File: config.mk
export PLATFORM = sky130hd
export DESIGN_NAME = dm_arb
export DESIGN_NICKNAME = d
export VERILOG_FILES = /design/src/rtl/dm_arb.sv
export SDC_FILE = /design/constraint.sdc
export NUM_CORES = 1
export LEC_CHECK = 0
export ABC_AREA = 1
export BUFFER_PORTS_ARGS = -buffer_cell sky130_fd_sc_hd__buf_2
export CORE_AREA = 4 4 114 116
export CTS_CLUSTER_DIAMETER = 60
export CTS_CLUSTER_SIZE = 14
export DETAILED_ROUTE_END_ITERATION = 7
export DIE_AREA = 0 0 118 120
export PLACE_DENSITY = 0.82
export SLEW_MARGIN = 10
export SYNTH_ARGS = -nofsm -noshare
export SYNTH_HDL_FRONTEND = slang
export SYNTH_SLANG_ARGS = --single-unit
File: constraint.sdc
create_clock -name clk -period 1.35 [get_ports clk]
set_input_delay 0.135 -clock clk [delete_from_list [all_inputs] [get_ports clk]]
set_output_delay 0.135 -clock clk [all_outputs]
set_load 0.01 [all_outputs]
File: src/rtl/dm_arb.sv
// rtl/dm_arb.sv - two-port data-memory arbiter with sub-word lane control and misalignment suppression
// Define DM_ARB_RR_EN for round-robin arbitration; otherwise fixed priority with p0 winning ties.
module dm_arb (
  input  logic        clk,
  input  logic        rstn,
  input  logic        p0_req,
  input  logic        p0_we,
  input  logic [8:0]  p0_addr,
  input  logic [31:0] p0_wdata,
  input  logic [1:0]  p0_size,
  output logic        p0_gnt,
  output logic        p0_rvalid,
  output logic [31:0] p0_rdata,
  output logic        p0_err,
  input  logic        p1_req,
  input  logic        p1_we,
  input  logic [8:0]  p1_addr,
  input  logic [31:0] p1_wdata,
  input  logic [1:0]  p1_size,
  output logic        p1_gnt,
  output logic        p1_rvalid,
  output logic [31:0] p1_rdata,
  output logic        p1_err,
  output logic        dm_we,
  output logic [6:0]  dm_addr,
  output logic [31:0] dm_din,
  output logic [1:0]  dm_choice,
  output logic [31:0] dm_position,
  input  logic [31:0] dm_dout
);

  typedef enum logic [1:0] {
    S_IDLE   = 2'd0,
    S_ACCESS = 2'd1,
    S_RESP   = 2'd2
  } state_t;

  localparam logic [1:0] SZ_WORD = 2'b00;
  localparam logic [1:0] SZ_BYTE = 2'b01;
  localparam logic [1:0] SZ_HALF = 2'b10;
  localparam logic [1:0] SZ_RSVD = 2'b11;

  state_t      state;
  state_t      state_nxt;
  logic        any_req;
  logic        arb_fire;
  logic        win_nxt;
  logic        win;
  logic        lat_we;
  logic [8:0]  lat_addr;
  logic [31:0] lat_wdata;
  logic [1:0]  lat_size;
  logic        illegal;

  assign any_req  = p0_req | p1_req;
  assign arb_fire = (state == S_IDLE) && any_req;

`ifdef DM_ARB_RR_EN
  logic ptr;

  // ptr names the requester that wins the next tie
  always_ff @(posedge clk or negedge rstn) begin
    if (!rstn) begin
      ptr <= 1'b0;
    end else if (arb_fire) begin
      ptr <= ~win_nxt;
    end
  end

  assign win_nxt = (p0_req & p1_req) ? ptr : p1_req;
`else
  assign win_nxt = ~p0_req & p1_req;
`endif

  always_ff @(posedge clk or negedge rstn) begin
    if (!rstn) begin
      state <= S_IDLE;
    end else begin
      state <= state_nxt;
    end
  end

  always_comb begin
    state_nxt = state;
    case (state)
      S_IDLE:   if (any_req) state_nxt = S_ACCESS;
      S_ACCESS: state_nxt = S_RESP;
      S_RESP:   state_nxt = S_IDLE;
      default:  state_nxt = S_IDLE;
    endcase
  end

  // lat_addr/lat_wdata double as dm_addr/dm_din so they hold between accesses
  always_ff @(posedge clk or negedge rstn) begin
    if (!rstn) begin
      win       <= 1'b0;
      lat_we    <= 1'b0;
      lat_addr  <= 9'd0;
      lat_wdata <= 32'd0;
      lat_size  <= 2'b00;
    end else if (arb_fire) begin
      win       <= win_nxt;
      lat_we    <= win_nxt ? p1_we    : p0_we;
      lat_addr  <= win_nxt ? p1_addr  : p0_addr;
      lat_wdata <= win_nxt ? p1_wdata : p0_wdata;
      lat_size  <= win_nxt ? p1_size  : p0_size;
    end
  end

  always_comb begin
    illegal = 1'b0;
    case (lat_size)
      SZ_WORD: illegal = (lat_addr[1:0] != 2'b00);
      SZ_HALF: illegal = lat_addr[0];
      SZ_RSVD: illegal = 1'b1;
      default: illegal = 1'b0;
    endcase
  end

  always_comb begin
    dm_we       = 1'b0;
    dm_choice   = 2'b00;
    dm_position = 32'd0;
    if (state == S_ACCESS) begin
      dm_we = lat_we & ~illegal;
      case (lat_size)
        SZ_BYTE: begin
          dm_choice   = 2'b01;
          dm_position = {30'd0, lat_addr[1:0]} + 32'd1;
        end
        SZ_HALF: begin
          dm_choice   = 2'b10;
          dm_position = lat_addr[1] ? 32'd3 : 32'd1;
        end
        default: begin
          dm_choice   = 2'b00;
          dm_position = 32'd0;
        end
      endcase
    end
  end

  assign dm_addr = lat_addr[8:2];
  assign dm_din  = lat_wdata;

  // the memory read port is combinational, so the word is captured as ACCESS ends
  always_ff @(posedge clk or negedge rstn) begin
    if (!rstn) begin
      p0_rdata <= 32'd0;
      p1_rdata <= 32'd0;
    end else if (state == S_ACCESS) begin
      if (win) begin
        p1_rdata <= dm_dout;
      end else begin
        p0_rdata <= dm_dout;
      end
    end
  end

  assign p0_gnt    = (state == S_ACCESS) && !win;
  assign p1_gnt    = (state == S_ACCESS) &&  win;
  assign p0_rvalid = (state == S_RESP)   && !win;
  assign p1_rvalid = (state == S_RESP)   &&  win;
  assign p0_err    = p0_rvalid && illegal;
  assign p1_err    = p1_rvalid && illegal;

endmodule
* Word level (Yosys, flattened, before mapping)
Cells that the tools add are included.
Storage, ports and cells: register bits 111, input port bits 124, output and inout bits 144, word-level logic and storage cells 47
Cells by class: $add $sub $neg 1, eq/ne operators 6, multiplexer cells 13, bitwise gates (word level) 6, reductions and logical operators 13
Operators with widths (count):
- 32-bit two-way mux | 1
- 9-bit two-way mux | 1
- 2-bit two-way mux | 4
- 2-bit one-hot mux with 2 select lines | 2
- 1-bit logical AND | 7
- 2-bit equality test, second input constant | 3
- 3-bit one-hot mux with 2 select lines | 1
- 2-bit by 1-bit equality test with 1-bit output, second input constant | 2
- 2-bit logical NOT | 2
- 2-bit AND reduction | 2
- 2-bit by 1-bit adder with 3-bit output, second input constant | 1
- 3-bit two-way mux | 1
- 1-bit inverter | 3
- 1-bit one-hot mux with 3 select lines | 1
- 1-bit bitwise AND | 2
- 1-bit two-way mux | 2
- 2-bit inequality test, second input constant | 1
- 2-bit nonzero test | 1
- 1-bit logical NOT | 1
- 1-bit OR | 1

* Depth between registers and ports, before layout
depth after elaboration 5, gate-level depth with buffers 7

* Worst setup path before layout
No wires, ideal clock.
kind register -> output, start point register lat_size[0], end point output dm_we, arrival time 1.050 ns, slack 0.165 ns, cell stages (with the launch flop) 6, path through dfrtp_1 inv_1 ha_1 nand2_1 nand3_1 a21oi_1
On the way: longest elaborated chain between the ends 5, elaborated cells between the ends (all ways) 7, those cells by class eq/ne (2); mux (2); bitwise (2); reduce/logical (1)
Ends and longest elaborated chain:
- from (decl) | RTL line 52 | logic [1:0] lat_size;
- from (signal assigned) | RTL line 106 | lat_size <= win_nxt ? p1_size : p0_size;
- 2-bit equality test / 2-bit logical NOT (equally long branches) | RTL line 112 | case (lat_size)
- 1-bit one-hot mux with 3 select lines * | RTL line 112
- 1-bit inverter * | RTL line 125 | dm_we = lat_we & ~illegal;
- 1-bit bitwise AND * | RTL line 125
- 1-bit two-way mux * | RTL line 124 | if (state == S_ACCESS) begin
- to (decl) | RTL line 24 | output logic dm_we,
Every way passes the cells marked *; elsewhere a longest branch is shown, timed or not.

* Worst setup path after layout
start point register lat_addr[0], end point output p1_err
On the way: longest elaborated chain between the ends 3
Ends and longest elaborated chain:
- from (decl) | RTL line 50 | logic [8:0] lat_addr;
- from (signal assigned) | RTL line 104 | lat_addr <= win_nxt ? p1_addr : p0_addr;
- 2-bit nonzero test | RTL line 113 | SZ_WORD: illegal = (lat_addr[1:0] != 2'b00);
- 1-bit one-hot mux with 3 select lines * | RTL line 112
- 1-bit logical AND * | RTL line 165 | assign p1_err = p1_rvalid && illegal;
- to (decl) | RTL line 23 | output logic p1_err,
Marks and branches as above.

==> metrics.cfg <==
[outcome]
status=finished, violations left
violations=setup timing

[synthesis]
syn_avg_cell_area_um2=8.40
ys_warn_count=0
synth_cell_type_count=22
netlist_instances=662
ys_ff_latch=111
yosysSeqAreaShare=0.499
synth_area_mm2=0.00556

[timing]
fin_ws_ps=-283
fin_skew_ps=9.80
tns_ps=-6740
slew_violations=0
fin_crit_ps=1630
rsz0062_at_grt=yes
fmaxAchievable_ghz=0.612
hold_viol=0
final.period_utilization=1.21
finalSetupViolations=73

[pwr]
power_switching_share=0.426
p_clk_frac=0.138
intPower_mw=11.0
ir_drop_v=0.000998
switchingPower_mw=8.14
pwr-share-comb=0.536
p_per_area_mw_per_mm2=2350
p_leak_nw=4.59
power_frac_seq=0.326

[floorplanning]
start_util=0.467
rows=40
pin_count=268
die_h_um=120
die_w_um=118
core_mm2=0.0119
die_area_mm2=0.0142

[clocking]
numCtsBuffers=9
root_buffer=clkbuf_16
cts.sinks=111
clkSlewWorstSetupHoldPaths_ps=80
worstSkewPairLatency_ps=340
cts_tree=built
clock_path_buffers=2
h-tree-depth=3

[placed_design]
place_congestion=0.823
dp_slack_ps=-37.4
dp.final_hpwl_um=10600
port_buffers=238

[worst_setup_path]
critPathKind=reg -> out
critPathMaxStageDelay_ps=360
worst_setup_path_start_kind=flop
r2r_setup_slack_ps=-180
cp_max_fo=2
cp_common_cell=nand2_4
r2r_start=state[0]$_DFFE_PN0P_
r2r_cells=9
crit_path_end_kind=primary output
r2r_end=p0_rdata[5]$_DFFE_PN0P_
critical_path_arrival_ps=1500
path_cells=inv_2 > ha_1 > inv_1 > nand2_4 > nand3_4 > nand2_4 > nor2_1 > buf_2
cp_slowest_cell=dfrtp_1
critPathRequiredTime_ps=1220

[finish]
most-common-layout-cells=nand2_1 (233), buf_2 (228), dfrtp_1 (108), o21ai_2 (53), nand3_1 (44)
antennaDiodeCount=0
drive_gt1_frac=0.498
area_delta_synth_final_pct=46.3
nNetsFinal=1051
final_common_cell=nand2_1

[route]
vias=5286
ant_nets=0
wl_per_cell_um=16.8
vias_per_cell=4.93
drcViolationCount=0
dr.pass1.iters=4
routed_wirelength_um=18100
drt_first_iter_violations=410

[min_path]
hold_path_class=in -> reg
holdPathStages=3
min_to=p0_rdata[28]$_DFFE_PN0P_
min_from=dm_dout[28]

[flow_run]
max_cap_violations=0

[global_routing]
grt_max_degree=46
use_met3=0.0438
grt_pass1_vias=4640
busiest_layer=met2
grt_util_met2=0.344
grt_pass1_wl_um=23100
grt_overflow=0
grt_use_total=0.201
grt_util_met1=0.253
grt_antenna_before_repair=0

[metrics by stage]
| stage | std cells | power (mW) | hold slack (ps) | utilization | instance area (µm²) |
|---|---|---|---|---|---|
| 2_1_floorplan | 690 | 10.4 | -161 | - | 5670 |
| 3_5_place_dp | 1024 | 13.0 | 57.0 | 0.567 | 6750 |
| 5_1_grt | 1072 | 20.2 | 57.1 | 0.683 | 8140 |
| 6_report | 1072 | 19.1 | 48.3 | 0.683 | 8140 |
| 3_3_place_gp | 1024 | 12.8 | 56.0 | 0.567 | 6750 |
| 4_1_cts | 1053 | 16.4 | 34.3 | 0.617 | 7350 |
[cells in the mapped netlist]
library cell  instances  area share
a21oi_1               3      0.0027
buf_2                 9      0.0081
buf_4                40       0.054
buf_6                17       0.034
clkbuf_1              3      0.0020
clkbuf_2              2      0.0018
conb_1                1     0.00067
dfrtp_1             111        0.50
ha_1                  7       0.016
inv_1                47       0.032
inv_2                 3      0.0020
nand2_1             293        0.20
nand2_2               3      0.0034
nand3_1              47       0.042
nor2_1                7      0.0047
nor2_2                1      0.0011
nor2_4                1      0.0020
nor2_8                1      0.0036
o21ai_0               1     0.00090
o21ai_1              18       0.016
o21ai_2              46       0.072
o21ai_4               1      0.0029
[what timing repair did]
action,CTS,global route
setup endpoints to repair,12,66
hold buffers,1,0
hold endpoints to repair,22,0
pin swaps,7,9
cloned,2,12
buffers inserted,10,8
gates resized for setup,44,139
[registers in the layout, summed over array words and instances, names as in the netlist]
register and cells:
lat_we 1, lat_size 2, state 2, win 1
p0_rdata 32, p1_rdata 32, dm_din 32, lat_addr 9
[layout make-up]
cell class | instances | area [µm²]
fillers | 896 | 3770
flip-flops and latches | 111 | 2780
multi-input cells | 458 | 2620
repair buffers | 290 | 2070
clock buffers | 9 | 225
inverters | 50 | 198
well taps | 147 | 184
clock inverters | 7 | 65.1
[worst max-delay path, delay by kind of cell, from the launching register on]
kind          cells  cell delay [ps]
flops             1              360
fa+ha+maj         1              190
buf+inv           3              290
simple gates      4              300
[metal layers]
metal	share of wire	wire, µm
met1	0.38	6800
met5	0	0
met4	0.037	667
met2	0.51	9210
met3	0.076	1380
[power groups by stage]
stage / Sequential (mW) / Clock, mW / Combinational (mW)
2_1_floorplan: 6.49 / 0 / 3.95
3_3_place_gp: 5.86 / 0 / 6.92
3_5_place_dp: 5.87 / 0 / 7.17
4_1_cts: 5.85 / 2.63 / 7.91
5_1_grt: 6.40 / 2.80 / 11.0
6_report: 6.23 / 2.64 / 10.2
[worst max path at each step]
| stage | endpoint | slack, ps | start |
|---|---|---|---|
| detailed placement | p0_err | -40 | lat_size[0]$_DFFE_PN0P_ |
| floorplan | dm_we | 160 | lat_size[0]$_DFFE_PN0P_ |
| global route | p1_err | -360 | lat_addr[0]$_DFFE_PN0P_ |
| finish | p1_err | -280 | lat_addr[0]$_DFFE_PN0P_ |
| global placement | p0_err | 30 | lat_size[0]$_DFFE_PN0P_ |
| CTS | dm_we | -260 | lat_size[0]$_DFFE_PN0P_ |
[cells by family (layout without fill, tap and decap cells)]
family | after synthesis | after routing | synth area share
other | 1 | 29 | 0.000674
and+or+nand+nor | 353 | 353 | 0.255
adders and majority gates | 7 | 7 | 0.0157
AOI/OAI and AO/OA | 69 | 69 | 0.0952
buffers and inverters | 121 | 356 | 0.134
DFF | 111 | 111 | 0.499
(Power assumes the default switching activity.)
